<file path="config.mk">
export PLATFORM = sky130hd
export DESIGN_NAME = mem_port_arbiter
export DESIGN_NICKNAME = d
export VERILOG_FILES = /design/src/rtl/mem_port_arbiter.sv
export SDC_FILE = /design/constraint.sdc
export NUM_CORES = 1
export LEC_CHECK = 0
export ABC_AREA = 0
export ABC_CLOCK_PERIOD_IN_PS = 4100
export BUFFER_PORTS_ARGS = -buffer_cell sky130_fd_sc_hd__buf_2
export CAP_MARGIN = 10
export CORE_ASPECT_RATIO = 0.5
export CORE_UTILIZATION = 49
export DETAILED_ROUTE_END_ITERATION = 16
export PLACE_DENSITY = 0.83
export SETUP_SLACK_MARGIN = 0.3
export SLEW_MARGIN = 20
export SYNTH_ARGS = -nofsm -noshare
export SYNTH_HDL_FRONTEND = slang
export SYNTH_SLANG_ARGS = --single-unit
</file>
<file path="constraint.sdc">
create_clock -name clk -period 4.1 [get_ports clk]
set_input_delay 1.025 -clock clk [delete_from_list [all_inputs] [get_ports clk]]
set_output_delay 1.025 -clock clk [all_outputs]
set_load 0.02 [all_outputs]
</file>
<file path="src/rtl/mem_port_arbiter.sv">
// Purpose     : shares one single-port synchronous memory between the CPU datapath and a loader/debug port.
// Latency     : 3 cycles from the request-sampling edge to the done pulse; one access per 4 cycles.
// Backpressure: requests are only sampled in IDLE; the loser keeps req high and is served next.
//
// Ports:
//   clk, rst                               rising-edge clock, synchronous active-high reset
//   cpu_req/we/addr/wdata -> cpu_gnt/done/rdata   CPU requester
//   ldr_req/we/addr/wdata -> ldr_gnt/done/rdata   loader/debug requester
//   mem_en/we/addr/wdata (registered), mem_rdata  memory macro (read data valid the cycle after mem_en)
//   busy                                   transaction in flight
//
// Build option: MEM_ARB_LDR_PRIO_EN gives the loader fixed priority on ties;
// left undefined, ties are resolved round-robin.
module mem_port_arbiter #(
    parameter int AW = 8,
    parameter int DW = 16
) (
    input  logic          clk,
    input  logic          rst,
    input  logic          cpu_req,
    input  logic          cpu_we,
    input  logic [AW-1:0] cpu_addr,
    input  logic [DW-1:0] cpu_wdata,
    output logic          cpu_gnt,
    output logic          cpu_done,
    output logic [DW-1:0] cpu_rdata,
    input  logic          ldr_req,
    input  logic          ldr_we,
    input  logic [AW-1:0] ldr_addr,
    input  logic [DW-1:0] ldr_wdata,
    output logic          ldr_gnt,
    output logic          ldr_done,
    output logic [DW-1:0] ldr_rdata,
    output logic          mem_en,
    output logic          mem_we,
    output logic [AW-1:0] mem_addr,
    output logic [DW-1:0] mem_wdata,
    input  logic [DW-1:0] mem_rdata,
    output logic          busy
);

    typedef enum logic [1:0] {
        S_IDLE   = 2'd0,
        S_ACCESS = 2'd1,
        S_WAIT   = 2'd2,
        S_DONE   = 2'd3
    } state_t;

    state_t state;
    logic   owner;      // 1 = loader owns the current transaction
    logic   pick_ldr;   // arbitration result for the IDLE cycle

`ifdef MEM_ARB_LDR_PRIO_EN
    always_comb begin
        pick_ldr = ldr_req;
    end
`else
    logic last_owner;   // 1 = loader was granted last

    // On a tie, serve whoever was not granted last.
    always_comb begin
        pick_ldr = ldr_req & (~cpu_req | ~last_owner);
    end
`endif

    always_ff @(posedge clk) begin
        if (rst) begin
            state     <= S_IDLE;
            owner     <= 1'b0;
`ifndef MEM_ARB_LDR_PRIO_EN
            last_owner <= 1'b1;     // CPU wins the first tie
`endif
            cpu_gnt   <= 1'b0;
            cpu_done  <= 1'b0;
            cpu_rdata <= '0;
            ldr_gnt   <= 1'b0;
            ldr_done  <= 1'b0;
            ldr_rdata <= '0;
            mem_en    <= 1'b0;
            mem_we    <= 1'b0;
            mem_addr  <= '0;
            mem_wdata <= '0;
            busy      <= 1'b0;
        end else begin
            case (state)
                S_IDLE: begin
                    if (cpu_req || ldr_req) begin
                        // Latch the winner's fields; they hold for the whole
                        // transaction regardless of later input changes.
                        owner     <= pick_ldr;
`ifndef MEM_ARB_LDR_PRIO_EN
                        last_owner <= pick_ldr;
`endif
                        mem_en    <= 1'b1;
                        mem_we    <= pick_ldr ? ldr_we    : cpu_we;
                        mem_addr  <= pick_ldr ? ldr_addr  : cpu_addr;
                        mem_wdata <= pick_ldr ? ldr_wdata : cpu_wdata;
                        cpu_gnt   <= ~pick_ldr;
                        ldr_gnt   <= pick_ldr;
                        busy      <= 1'b1;
                        state     <= S_ACCESS;
                    end
                end
                S_ACCESS: begin
                    mem_en <= 1'b0;
                    state  <= S_WAIT;
                end
                S_WAIT: begin
                    // Memory read data is valid this cycle; writes leave rdata alone.
                    if (!mem_we) begin
                        if (owner) begin
                            ldr_rdata <= mem_rdata;
                        end else begin
                            cpu_rdata <= mem_rdata;
                        end
                    end
                    cpu_done <= ~owner;
                    ldr_done <= owner;
                    state    <= S_DONE;
                end
                S_DONE: begin
                    cpu_done <= 1'b0;
                    ldr_done <= 1'b0;
                    cpu_gnt  <= 1'b0;
                    ldr_gnt  <= 1'b0;
                    busy     <= 1'b0;
                    state    <= S_IDLE;
                end
                default: begin
                    state <= S_IDLE;
                end
            endcase
        end
    end

endmodule

</file>
**After elaboration in Yosys (flattened, before gate mapping)**

Index checks and enable logic that the tools add are counted.

- Memories kept: 0
- Output and inout bits: 63
- Bits in read-only memories: 0
- Register bits after elaboration: 67
- Latch bits: 0
- Bits in writable memories: 0
- Input bits: 70

- Magnitude comparators: 0
- Shift-type cells: 0
- Div/mod/pow operators: 0
- Bitwise gates (word level): 7
- Multiplexer cells: 14
- Reductions and logical operators: 10
- Multiply operators: 0
- Add/sub/neg operators: 0
- Equality and inequality tests: 4

Operators with widths:

| kind | number |
|---|---|
| 2-to-1 mux 16 bit | 1 |
| case mux 1 bit (2 select lines) | 6 |
| 2-to-1 mux 8 bit | 1 |
| case mux 2 bit (4 select lines) | 1 |
| AND reduction 2 bit | 3 |
| AND reduction 3 bit | 2 |
| nonzero test 2 bit | 3 |
| inverter 1 bit | 5 |
| == test 2 bit, second input constant | 2 |
| 2-to-1 mux 1 bit | 4 |
| == test 2 x 1 -> 1 bit, second input constant | 1 |
| logical NOT 2 bit | 1 |
| 2-to-1 mux 2 bit | 1 |
| inequality test 2 bit, second input constant | 1 |
| bitwise AND 1 bit | 1 |
| logical OR 1 bit | 1 |
| OR 1 bit | 1 |

**Longest topological paths before layout**

- Depth after elaboration: 6
- Depth in mapped cells: 8
- Gate-level depth less buffers: 5

**Worst setup path after synthesis**

No wires, ideal clock.

- Path type: input port to flip-flop
- Start point: input port cpu_req
- End point: register ldr_gnt
- Data required time: 4.030 ns
- Path slack: 1.910 ns
- Library setup time: 0.070 ns
- Data arrival time: 2.120 ns
- Stages on the path: 5
- Path buffers: 2
- Path through: buf_2 a21bo_1 clkbuf_1 or4_1 a21oi_1

- Word-level cells in the longest chain between the ends: 5
- Elaborated cells on any way between the ends: 8
- Those cells by class: eq/ne (1); mux (2); bitwise (3); reduce/logical (2)

Ends and longest elaborated chain:

| item | line | text |
|---|---|---|
| start: declaration | 20 | `input logic cpu_req,` |
| inverter 1 bit | 62 | `pick_ldr = ldr_req & (~cpu_req \| ~last_owner);` |
| OR 1 bit | 62 |  |
| bitwise AND 1 bit | 62 |  |
| 2-to-1 mux 1 bit | 87 | `if (cpu_req \|\| ldr_req) begin` |
| case mux 1 bit (2 select lines) | 85 | `case (state)` |
| end signal: assignment | 99 | `ldr_gnt <= pick_ldr;` |
| end: declaration | 31 | `output logic ldr_gnt,` |

Several ways; a longest one is shown, not always the timed one. The select of a mux whose other input is x is not followed.
A chain may end at the register's enable or synchronous reset.

**Worst setup path after layout**

- Start point: input port ldr_req
- End point: register ldr_gnt

- Word-level cells in the longest chain between the ends: 3
- Elaborated cells on any way between the ends: 6
- Those cells by class: eq/ne (1); mux (2); bitwise (1); reduce/logical (2)

Ends and longest elaborated chain:

| item | line | text |
|---|---|---|
| start: declaration | 27 | `input logic ldr_req,` |
| bitwise AND 1 bit or logical OR 1 bit (tied branches) | 62, 87 |  |
| 2-to-1 mux 1 bit or inequality test 2 bit (tied branches) | n/a |  |
| case mux 1 bit (2 select lines) or AND reduction 2 bit (tied branches) | n/a |  |

Several ways; a longest one is shown, not always the timed one. The select of a mux whose other input is x is not followed.

==> impl_metrics.toml <==
[clocking]
htreeDepth = 3
cts-buffers-inserted = 9
clkSinkCount = 67
clockBufferDepth = 2
postCtsHoldBufs = 0
clock_latency_ps = 340
cts_tree = "done"
clockRootBuffer = "clkbuf_8"
post_cts_buffers = 0
cts_resized = 0
clk_pin_slew_ps = 70

[worst_setup_path]
cp_max_fo = 26
worstPathArrival_ps = 2470
worstSetupEndpointType = "register"
path_class = "input pin to register"
crit_required_ps = 4370
cp-start-kind = "input pin"

[logic_synthesis]
ys_warn_count = 0
synth_nets = 412
synth_cells = 336
synth_compound_area_share_pct = 21.6
synth.area.top_cells = "dfxtp_1 50%, nand2_1 13%, a21oi_1 12%"
synth_top_family_by_area = "compound AO/OA/AOI/OAI gates"
synth_mux_area_share_pct = 0.373
synth_edf_count = 0
ys_types = 26
synthXorXnorAreaFrac_pct = 0
async_flop_share_pct = 0
ys_seq_elements = 67
synthSimpleGateAreaFrac_pct = 20.8
synth_top_cells_by_count = "92 x nand2_1, 67 x dfxtp_1, 63 x a21oi_1"
yosysMostFrequentCell = "nand2_1"
synth-seq-area-share_pct = 50.0
avgSynthCellArea_um2 = 7.98
synth_fa_ha_area_share_pct = 2.80
yosysTopAreaCell = "dfxtp_1"
ys.flop_type = "dfxtp_1"
synth_area_mm2 = 0.00268
synth_top_area_share_pct = 50.0

[timing]
max_freq_ghz = 0.454
worstMarginPinSlew_ps = 967
min_period_over_period_pct = 53.7
tns_ps = 0
setup_violations = 0
slew_headroom_pct = 35.3
post-route-min-period_ps = 2200
slew_violations = 0
rsz0062_at_grt = "no"
hold_viol = 0
fin_skew_ps = 7.13

[cells_and_area]
stdcell_area_mm2 = 0.00357
nets = 529
diodes = 0
utilization_pct = 70.2
nFillCells = 438
area_growth_pct = 33.1
drive_gt1_share_pct = 34.1
layout.cells.non_filler = 528

[place]
hpwl_um = 4430
dpl.cell_count = 512
place_area_mm2 = 0.00333
gp_congestion = 0.729
port_buffers = 132

[power_and_ir_drop]
power_mw = 2.27
p_comb_share_pct = 34.7
p_clk_share_pct = 27.1
swShare_pct = 37.0
powerDensity_mw_per_mm2 = 635
p_sw_mw = 0.840
power.leakage_nw = 1.68
p_int_mw = 1.43
peakVddDrop_uv = 308
seq_power_share_pct = 38.2

[route]
drt_iter0_markers = 166
num_vias = 2693
drcViolationCount = 0
wire_per_inst_um = 12.6
drtAntennaViolNets = 0
wirelength_um = 6670
dr.pass1.iters = 5
viasPerCell = 5.10

[outcome]
status = "completed"

[hold_path]
hold_class = "register to register"

[floorplanning]
rows = 18
die_y_um = 54.3
io_pins = 133
core_mm2 = 0.00509
design.die.area_mm2 = 0.00579
start_util_pct = 52.7
die_width_um = 107

[grt]
grt_remaining_overflow = 0
grt_usage_pct = 23.6
grt_first_pass_wirelength_um = 10400
grt_pass1_vias = 2333
antenna_found_initial = 0
grt_max_degree = 49

[run]
maxCapViolCount = 0
==> cells by family (layout without fill, tap and decap cells) <==
family / after synthesis / after routing
flops: 67 / 67
buf+inv: 29 / 151
mux: 1 / 1
fa+ha+maj: 6 / 6
simple gates: 134 / 134
compound gates: 99 / 99
==> critical path, cell delays in order <==
cell and delay [ps]:
buf_2 160, a21bo_1 530, or4_1 610, a21oi_1 150
==> worst paths after layout <==
kind	startpoint	endpoint	slack, ps	cells past startpoint
worst max-delay path	ldr_req	ldr_gnt	1900	4
worst min-delay path	ldr_rdata[12]	ldr_rdata[12]	450	2
worst max register to register	state[0]	mem_addr[3]	1930	5
worst min register to register	ldr_rdata[12]	ldr_rdata[12]	450	2
==> metrics by stage <==
stage,setup WS (ps),hold WS [ps]
CTS,1820,454
floorplan,1910,480
global route,1730,470
detailed placement,1490,443
global placement,1530,440
finish,1900,452
==> power groups by stage <==
stage / sequential, mW / clock (mW) / combinational, mW
finish: 0.865 / 0.615 / 0.786
detailed placement: 0.877 / 0 / 0.779
global route: 0.881 / 0.655 / 0.875
global placement: 0.874 / 0 / 0.768
CTS: 0.864 / 0.620 / 0.785
floorplan: 1.02 / 0 / 0.399
==> final cells by class <==
| cell class | instances | area (um2) | share of cell area, % |
|---|---|---|---|
| multi-input combinational | 240 | 1240 | 34.8 |
| tap | 70 | 87.6 | 2.45 |
| timing repair buffer | 133 | 668 | 18.7 |
| clock inverter | 6 | 87.6 | 2.45 |
| inverter | 2 | 7.51 | 0.210 |
| clock buffer | 10 | 138 | 3.85 |
| sequential | 67 | 1340 | 37.6 |
==> state kept, by name, summed over array words and instances, names as in the netlist <==
signal / flops
busy: 1
mem_en: 1
ldr_done: 1
mem_wdata: 16
last_owner: 1
ldr_gnt: 1
mem_we: 1
cpu_gnt: 1
cpu_rdata: 16
cpu_done: 1
state: 2
ldr_rdata: 16
mem_addr: 8
owner: 1
==> placed cells by master (no fill, tap or decap), types with 2 or more instances in the layout <==
master	count
a211oi_1	27
clkbuf_8	10
or4_1	2
bufinv_16	2
ha_1	6
dfxtp_1	67
or3_1	2
clkinv_2	2
a21oi_1	63
nor3b_2	2
nor3_1	2
o21ai_0	3
nor2_1	29
or3b_2	2
buf_2	132
nand2_1	92
inv_1	2
==> layer usage <==
| metal | share of wire [%] | global-route usage, % | up-vias |
|---|---|---|---|
| li1 | - | - | 1371 |
| met1 | 44 | 28.0 | 1220 |
| met2 | 48 | 40.2 | 91 |
| met3 | 6.1 | 7.74 | 11 |
| met4 | 1.4 | 10.7 | 0 |
| met5 | 0 | 0 | - |
Power figures use the tool's default switching activity.
